$ cat src/rtl/pipe_pkg.sv
// Shared types and constants for the ID-stage hazard/stall logic.
package pipe_pkg;

  localparam int DEF_REG_ADDR_W = 5;

  typedef enum logic [1:0] {
    RUN,
    MEM_WAIT,
    FLUSH_HOLD
  } hsu_state_t;

  // Values the five pipeline controls take when nothing is stalled, held or flushed
  localparam logic IDLE_STALL       = 1'b0;
  localparam logic IDLE_PC_WRITE    = 1'b1;
  localparam logic IDLE_IF_ID_WRITE = 1'b1;
  localparam logic IDLE_IF_ID_FLUSH = 1'b0;
  localparam logic IDLE_PIPE_HOLD   = 1'b0;

endpackage

$ cat src/rtl/sat_counter.sv
// Saturating up-counter; one cycle from inc to updated count, sticks at all-ones.
module sat_counter #(
  parameter int W = 16
) (
  input  logic         clk,
  input  logic         rst,
  input  logic         inc,
  output logic [W-1:0] count
);

  always_ff @(posedge clk) begin
    if (rst) begin
      count <= '0;
    end else if (inc && (count != '1)) begin
      count <= count + 1'b1;
    end
  end

endmodule

$ cat src/rtl/hazard_stall_unit.sv
// Load-use / memory-wait / branch-flush sequencing for the ID stage.
// Controls are Mealy (same-cycle response); perf counters update on the next edge.
module hazard_stall_unit
  import pipe_pkg::*;
#(
  parameter int REG_ADDR_W = DEF_REG_ADDR_W,
  parameter int CNT_W      = 16
) (
  input  logic                  clk,
  input  logic                  rst,
  input  logic [REG_ADDR_W-1:0] id_rs1,
  input  logic [REG_ADDR_W-1:0] id_rs2,
  input  logic                  id_uses_rs1,
  input  logic                  id_uses_rs2,
  input  logic                  ex_memread,
  input  logic [REG_ADDR_W-1:0] ex_rd,
  input  logic                  ex_branch_taken,
  input  logic                  mem_req,
  input  logic                  mem_ready,
  output logic                  stall,
  output logic                  pc_write,
  output logic                  if_id_write,
  output logic                  if_id_flush,
  output logic                  pipe_hold,
  output logic [CNT_W-1:0]      stall_cnt,
  output logic [CNT_W-1:0]      flush_cnt
);

  hsu_state_t state, state_nxt;
  logic       flush_pend, flush_pend_nxt;
  logic       load_use;
  logic       mem_wait;

  assign load_use = ex_memread && (ex_rd != '0) &&
                    ((id_uses_rs1 && (ex_rd == id_rs1)) ||
                     (id_uses_rs2 && (ex_rd == id_rs2)));
  assign mem_wait = mem_req && !mem_ready;

  always_comb begin
    stall          = IDLE_STALL;
    pc_write       = IDLE_PC_WRITE;
    if_id_write    = IDLE_IF_ID_WRITE;
    if_id_flush    = IDLE_IF_ID_FLUSH;
    pipe_hold      = IDLE_PIPE_HOLD;
    state_nxt      = state;
    flush_pend_nxt = flush_pend;

    if (!rst) begin
      case (state)
        RUN: begin
          if (mem_wait) begin
            pipe_hold      = 1'b1;
            pc_write       = 1'b0;
            if_id_write    = 1'b0;
            state_nxt      = MEM_WAIT;
            // A branch resolving as the pipe freezes must still flush once memory returns
            flush_pend_nxt = ex_branch_taken;
          end else if (ex_branch_taken) begin
            stall       = 1'b1;
            if_id_flush = 1'b1;
          end else if (load_use) begin
            stall       = 1'b1;
            pc_write    = 1'b0;
            if_id_write = 1'b0;
          end
        end

        MEM_WAIT: begin
          if (mem_ready) begin
            state_nxt = flush_pend ? FLUSH_HOLD : RUN;
          end else begin
            pipe_hold   = 1'b1;
            pc_write    = 1'b0;
            if_id_write = 1'b0;
          end
        end

        FLUSH_HOLD: begin
          if (mem_wait) begin
            pipe_hold   = 1'b1;
            pc_write    = 1'b0;
            if_id_write = 1'b0;
            state_nxt   = MEM_WAIT;
          end else begin
            stall          = 1'b1;
            if_id_flush    = 1'b1;
            state_nxt      = RUN;
            flush_pend_nxt = 1'b0;
          end
        end

        default: begin
          state_nxt      = RUN;
          flush_pend_nxt = 1'b0;
        end
      endcase
    end
  end

  always_ff @(posedge clk) begin
    if (rst) begin
      state      <= RUN;
      flush_pend <= 1'b0;
    end else begin
      state      <= state_nxt;
      flush_pend <= flush_pend_nxt;
    end
  end

  sat_counter #(.W(CNT_W)) u_stall_cnt (
    .clk   (clk),
    .rst   (rst),
    .inc   (stall),
    .count (stall_cnt)
  );

  sat_counter #(.W(CNT_W)) u_flush_cnt (
    .clk   (clk),
    .rst   (rst),
    .inc   (if_id_flush),
    .count (flush_cnt)
  );

endmodule

$ cat config.mk
export PLATFORM = sky130hd
export DESIGN_NAME = hazard_stall_unit
export DESIGN_NICKNAME = d
export VERILOG_FILES = /design/src/rtl/pipe_pkg.sv /design/src/rtl/sat_counter.sv /design/src/rtl/hazard_stall_unit.sv
export SDC_FILE = /design/constraint.sdc
export NUM_CORES = 1
export LEC_CHECK = 0
export BUFFER_PORTS_ARGS = -buffer_cell sky130_fd_sc_hd__buf_2
export CORE_MARGIN = 1
export CORE_UTILIZATION = 46
export CTS_CLUSTER_SIZE = 8
export DETAILED_ROUTE_END_ITERATION = 12
export GPL_ROUTABILITY_DRIVEN = 0
export PLACE_DENSITY = 0.75
export REMOVE_ABC_BUFFERS = 1
export SETUP_SLACK_MARGIN = 0.02
export SYNTH_ARGS = -nofsm -noshare
export SYNTH_HDL_FRONTEND = slang
export SYNTH_SLANG_ARGS = --single-unit
export TNS_END_PERCENT = 100
$ cat constraint.sdc
create_clock -name clk -period 1.9 [get_ports clk]
set_input_delay 0.095 -clock clk [delete_from_list [all_inputs] [get_ports clk]]
set_output_delay 0.095 -clock clk [all_outputs]
set_load 0.02 [all_outputs]
Yosys cells after proc, flatten, opt, wreduce, memory -nomap -nowiden
Index checks and enable logic that the tools add are counted.
{"block": "classes", "multipliers": 0, "n_shift": 0, "div": 0, "n_bitwise": 1, "magnitude_cmp": 0, "n_reduce_logical": 14, "addsub": 2, "muxes": 28, "n_eq_ne": 9}
{"operator": "adder 16 x 1 -> 16 bit, second input constant", "n": 2}
{"operator": "inequality test 16 bit, second input constant", "n": 2}
{"operator": "two-way mux 1 bit", "n": 19}
{"operator": "equality test 5 bit", "n": 2}
{"operator": "logical AND 1 bit", "n": 7}
{"operator": "two-way mux 2 bit", "n": 3}
{"operator": "inequality test 2 bit, second input constant", "n": 3}
{"operator": "one-hot mux 1 bit (2 select lines)", "n": 3}
{"operator": "one-hot mux 1 bit (3 select lines)", "n": 2}
{"operator": "one-hot mux 2 bit (3 select lines)", "n": 1}
{"operator": "nonzero test 5 bit", "n": 1}
{"operator": "AND reduction 3 bit", "n": 1}
{"operator": "equality test 2 x 1 -> 1 bit, second input constant", "n": 1}
{"operator": "equality test 2 bit, second input constant", "n": 1}
{"operator": "logical NOT 2 bit", "n": 1}
{"operator": "AND reduction 2 bit", "n": 1}
{"operator": "OR reduction 2 bit", "n": 1}
{"operator": "logical NOT 1 bit", "n": 1}
{"operator": "logical OR 1 bit", "n": 1}
{"operator": "NOT 1 bit", "n": 1}
{"block": "word_totals", "ram_bits": 0, "n_memories": 0, "output_inout_bits": 37, "latchBits": 0, "ff_bits": 35, "input_bits": 23, "romBits": 0, "elab_cells": 58}

Longest topological paths before layout
Gate-level depths: netlist of the first run.
{"block": "depth", "depth_word": 10, "ltp_mapped": 7, "ltp_nobuf": 6}

Cells and area by module
From an unflattened synthesis of the first run, not the netlist that was laid out.
{"block": "unflattened", "hier_cells": 237, "area_unflattened_um2": 2009.4}
{"mod": "sat_counter", "area_per_inst_um2": 848.3, "seq_area_each_um2": 320.3, "cells_each": 99, "n_inst": 2}
{"mod": "hazard_stall_unit", "area_per_inst_um2": 312.8, "seq_area_each_um2": 60.1, "cells_each": 39, "n_inst": 1}

Worst setup path before layout of the first run
OpenSTA, ideal clock, no wires.
{"block": "synth_path", "path_type": "reg-to-reg", "start": "register u_stall_cnt.count[0]", "end": "register u_stall_cnt.count[10]", "path_buffers": 2, "arrival_ns": 1.954, "path_stages_with_launch": 8, "setup_time_ns": 0.123, "synth_period_minus_slack_ns": 2.077, "required_time_ns": 1.777, "setup_slack_ns": -0.177, "path_cell_list": "dfxtp_1 > ha_1 > and3_1 > clkbuf_1 > a32o_2 > buf_6 > nor4_1 > mux2_1"}
{"block": "synth_between", "elab_chain_cells": 2, "word_cells_on_any_way": 3, "classes_between": "add/sub (1); eq/ne (1); reduce/logical (1)"}
{"item": "start, declared", "line_no": "sat_counter.sv:8", "text": "output logic [W-1:0] count"}
{"item": "start signal, assigned", "line_no": "sat_counter.sv:15", "text": "count <= count + 1'b1;"}
{"item": "branches (longest 2 deep; another with adder 16 x 1 -> 16 bit)"}
Several ways; the timed one is not identified.
A chain may end at the register's enable or synchronous reset.

Final worst setup path of the first run
{"block": "layout_path", "start": "register u_stall_cnt.count[0]", "end": "register u_stall_cnt.count[12]"}
Same word-level chain as after synthesis.

==> flow_summary.ini, run 1 <==
[clocking]
clk-insertion-delay-late_ns = 0.29
cts_buffer_depth = 2
root_buffer = clkbuf_8
post_cts_buffers = 0
clk_transition_reported_paths_ns = 0.07
cts_tree = done
htreeDepth = 2
clkSinkCount = 35
cts_buffers = 5
cts_hold_buf = 0

[grt]
grt_remaining_overflow = 0
grt_use_total = 0.224
grt_start_max_net_pins = 49
grt_first_pass_wirelength_mm = 7.82
grt_pass1_vias = 1820
antenna_found_initial = 0

[critical_path]
crit_required_ns = 2.07
crit_path_end_kind = register
r2r-start = u_stall_cnt.count[0]
crit_start = u_stall_cnt.count[0]
r2r_slack_ns = 0.04
r2r_end = u_stall_cnt.count[12]
rr_worst_depth = 5
path_class = register to register
path_max_fanout = 7
start_kind = register
critPathArrivalTime_ns = 2.03

[worst_hold_path]
hold_end = state[1]
holdPathStages = 3
holdCritPathClass = primary input to register
min-delay-start = mem_ready

[place]
place_area_um2 = 2520
dp_hpwl_mm = 3.57
port_buffers = 59

[sta]
tightest_slew_ns = 0.461
relSlewSlack = 0.692
fmax_ghz = 0.537
finalCritPeriodShare = 0.980
setup_violations = 0
rsz0062_at_grt = yes
hold_viol = 0
setup_tns_ns = 0
drv_slew = 0
skew_ns = 0.00791
fin_hold_ws_ns = 0.0690
fin_crit_ns = 1.86

[floorplanning]
die_w_um = 68.3
rows = 23
start_util = 0.491
die_y_um = 68.3
fp.coreArea_um2 = 4120
pin_count = 60
die_area_um2 = 4660

[detailed_routing]
final_antenna_net_count = 0
via_per_inst = 5.59
vias = 2096
first_iter_violations = 45
wl_per_cell_um = 13.7
drt-total-wl_mm = 5.13
drc = 0
first_pass_iters = 4

[logic_synthesis]
yosysSeqAreaShare = 0.347
yosysMostFrequentCell = dfxtp_1
synthesis.area_um2 = 2020
avgSynthCellArea_um2 = 8.31
ys_top_cells_by_count = 35 x dfxtp_1, 28 x nor2_1, 21 x xnor2_1
yosysUniqueCellTypes = 42
synth_top_area_frac = 0.347
synth_edf_count = 0
synth.yosys.warnings = 0
synthFlopType = dfxtp_1
ys_ff_latch = 35
async_flop_share = 0
synth_top_area_cell = dfxtp_1
syn_inst = 243
synthTopCellsByArea = dfxtp_1 35%, xnor2_1 9.1%, nor2_1 5.2%

[finish]
drive_gt1_frac = 0.378
area_growth_pct = 38.0
final_nets = 349
postLayoutCellArea_um2 = 2790
diodes = 0

[power_and_ir_drop]
p_int_mw = 1.15
power_frac_comb = 0.132
p_clk_frac = 0.390
peakVddDrop_mv = 0.317
power_mw = 1.56
power_frac_seq = 0.478
p_leak_nw = 1.15
power_density_nw_per_um2 = 558
switching_share = 0.261
p_switching_uw = 406

[flow_run]
maxCapViolations = 0

[outcome]
outcome = completed
-- area by class of cell --
cell class | instances | area (um^2)
Inverter | 5 | 18.8
Fill cell | 324 | 1330
Clock buffer | 8 | 100
Timing Repair Buffer | 85 | 490
Multi-Input combinational cell | 192 | 1410
Sequential cell | 35 | 703
Tap cell | 50 | 62.6
-- what timing repair did --
| action | 4_1_cts | 5_1_grt |
|---|---|---|
| gates resized for setup | 0 | 27 |
| endpoints found under the setup margin | 2 | 17 |
| pin swaps | 1 | 2 |
| gates cloned | 0 | 1 |
-- sequential cells by signal, indices dropped and copies added, names as in the netlist --
| register | count |
|---|---|
| flush_pend | 1 |
| state | 2 |
| u_flush_cnt.count | 16 |
| u_stall_cnt.count | 16 |
-- metal layers --
metal	GRT usage	vias to the layer above	routed length [um]
li1	-	1048	-
met1	0.251	984	2250
met2	0.413	59	2580
met3	0.0483	5	256
met4	0.0703	0	42
met5	0	-	0
-- how the worst max path moves through the flow --
stage,endpoint,slack [ns]
floorplan,u_flush_cnt.count[11],-0.05
global placement,u_stall_cnt.count[7],0.04
detailed placement,u_stall_cnt.count[13],0.03
CTS,u_stall_cnt.count[13],0.02
global route,u_stall_cnt.count[12],-0.03
finish,u_stall_cnt.count[12],0.04
-- layout by cell type (no fill, tap or decap), types with 6 or more instances in the layout --
master	n
buf_2	59
dfxtp_1	33
nor2_1	28
buf_4	26
xnor2_1	21
nand4_1	14
nor2b_1	13
nand2_1	11
a21oi_1	10
nand3_1	9
clkbuf_8	7
o21ai_0	6
nor4_2	6
-- critical path, stage by stage (launching register included) --
cell,delay (ns)
dfxtp_1,0.33
ha_1,0.22
and3_4,0.18
a32o_4,0.38
nor4_2,0.27
mux2_1,0.35
-- per-stage QoR --
| step | utilization | instances | setup slack [ns] |
|---|---|---|---|
| finish | 0.677 | 375 | 0.0382 |
| global route | 0.677 | 375 | -0.0272 |
| CTS | 0.636 | 374 | 0.0189 |
| detailed placement | 0.611 | 366 | 0.0349 |
| global placement | 0.611 | 366 | 0.0359 |
| floorplan | - | 231 | -0.0453 |
-- power groups by stage --
stage               logic, mW  clock network [mW]  registers, mW
floorplan              0.0895                   0          0.767
global placement        0.179                   0          0.760
detailed placement      0.184                   0          0.760
CTS                     0.184               0.614          0.743
global route            0.226               0.633          0.744
finish                  0.206               0.606          0.743
-- cells by family after synthesis --
group	after synthesis	share of synthesized area
adder cells (fa/ha/maj)	2	0.0124
XOR/XNOR	21	0.0911
flip-flops	35	0.347
AND/OR/NAND/NOR	124	0.341
AO/OA/AOI/OAI	30	0.0948
multiplexers	14	0.0762
buffers and inverters	17	0.0372
(Power assumes the default switching activity.)
==> run 2, diff against run 1 <==
- PLACE_DENSITY: 0.75 -> 0.73
==> flow_summary.ini, run 2 (synthesis gave the netlist of run 1 again) <==
[finish]
drive_gt1_frac = 0.388
fillCellCount = 329
top_regs = u_flush_cnt.count: 16 flops, u_stall_cnt.count: 16 flops, state: 2 flops
layout_common_cells = 59 x buf_2, 31 x dfxtp_1, 27 x nor2_1
diodes = 0
area_growth_pct = 37.2
final_cells = 375
final_nets = 350
final_common_cell = buf_2
postLayoutCellArea_um2 = 2770

[outcome]
outcome = finished with violations
violations = negative setup slack

[detailed_routing]
first_pass_iters = 4
drc = 0
wl_per_cell_um = 13.8
via_per_inst = 5.62
drt-total-wl_mm = 5.19
vias = 2107
first_iter_violations = 145
final_antenna_net_count = 0

[place]
port_buffers = 59
place_area_um2 = 2500
dp.cells = 364
dp_hpwl_mm = 3.48

[critical_path]
path_class = register to register
max_stage_delay_ns = 0.43
crit_buf_inv = 1
start_kind = register
cpLargestDelayFamily = simple AND/OR/NAND/NOR gates
critPathArrivalTime_ns = 2.12
crit_required_ns = 2.12
path_max_fanout = 7
critical_path.cell_chain = and4_1 > and2_4 > a32o_2 > buf_4 > or4_1 > a21oi_2
crit_path_end_kind = register
crit_slowest_cell = or4_1

[sta]
drv_slew = 0
rsz0062_at_grt = yes
setup_violations = 1
tightest_slew_ns = 0.474
finalCritPeriodShare = 1.00
fin_ws_ns = -0.00165
fmax_ghz = 0.526
relSlewSlack = 0.684
fin_crit_ns = 1.90
hold_viol = 0
skew_ns = 0.00592

[worst_hold_path]
holdCritPathClass = primary input to register

[power_and_ir_drop]
power_density_nw_per_um2 = 574
peakVddDrop_mv = 0.385
p_leak_nw = 1.15
power_mw = 1.59

[clocking]
clk-insertion-delay-late_ns = 0.28
clk_transition_reported_paths_ns = 0.07
cts_buffers = 5
cts_tree = done
cts_buffer_depth = 2
root_buffer = clkbuf_8
clkSinkCount = 35
htreeDepth = 2

[grt]
grt_use_total = 0.220
grt_first_pass_wirelength_mm = 7.68
antenna_found_initial = 0
globalRouteMet2Util = 0.390
use_met3 = 0.0500
grt_remaining_overflow = 0
grt_pass1_vias = 1818
busiest_layer = met2
use_met1 = 0.250
grt_start_max_net_pins = 49

[floorplanning]
die_area_um2 = 4660
fp.coreArea_um2 = 4120
start_util = 0.491
rows = 23
die_w_um = 68.3
die_y_um = 68.3
pin_count = 60

[flow_run]
maxCapViolations = 0
[run 2: final cells by class]
class,count,area [um^2],area share
repair buffers,85,490,0.177
clock buffers,6,72.6,0.0262
multi-input cells,193,1390,0.502
flip-flops and latches,35,706,0.255
clock inverters,1,30.0,0.0108
well taps,50,62.6,0.0226
inverters,5,18.8,0.00678
[run 2: power breakdown]
group	total [mW]	internal [mW]	leakage, nW	switching (mW)
logic	0.202	0.0792	0.810	0.123
clock network	0.645	0.384	0.0513	0.260
registers	0.744	0.739	0.284	0.00424
[run 2: what timing repair did]
item	CTS	global route
hold buffers	0	0
setup buffers	1	1
endpoints found under the hold margin	0	0
cloned	0	2
endpoints found under the setup margin	7	19
pin swaps	0	5
gates resized for setup	0	29
[run 2: metrics by stage]
step	hold slack, ns	setup WS (ns)	TNS [ns]	util
floorplan	0.164	-0.0453	-0.445	-
global placement	0.380	0.0186	0	0.608
detailed placement	0.382	0.00660	0	0.608
CTS	0.0833	0.00423	0	0.635
global route	0.0957	-0.0539	-0.0624	0.673
finish	0.0871	-0.00165	-0.00165	0.673
[run 2: worst paths after layout]
| kind | start | endpoint | slack [ns] | cells after the start |
|---|---|---|---|---|
| worst min-delay path | mem_ready | state[1] | 0.09 | 3 |
| worst max-delay path | u_stall_cnt.count[9] | u_stall_cnt.count[0] | -0.002 | 6 |
| worst max register to register | u_stall_cnt.count[9] | u_stall_cnt.count[0] | -0.002 | 6 |
| worst min register to register | flush_pend | state[1] | 0.46 | 2 |
[run 2: worst min-delay path, stage by stage]
cell and delay [ns]:
buf_2 0.13, nand2_1 0.07, nor3_1 0.04
[run 2: layer usage]
layer	vias to the layer above	part of all wire
met5	-	0
met4	0	0.016
met3	9	0.064
met2	81	0.47
met1	959	0.44
li1	1058	-
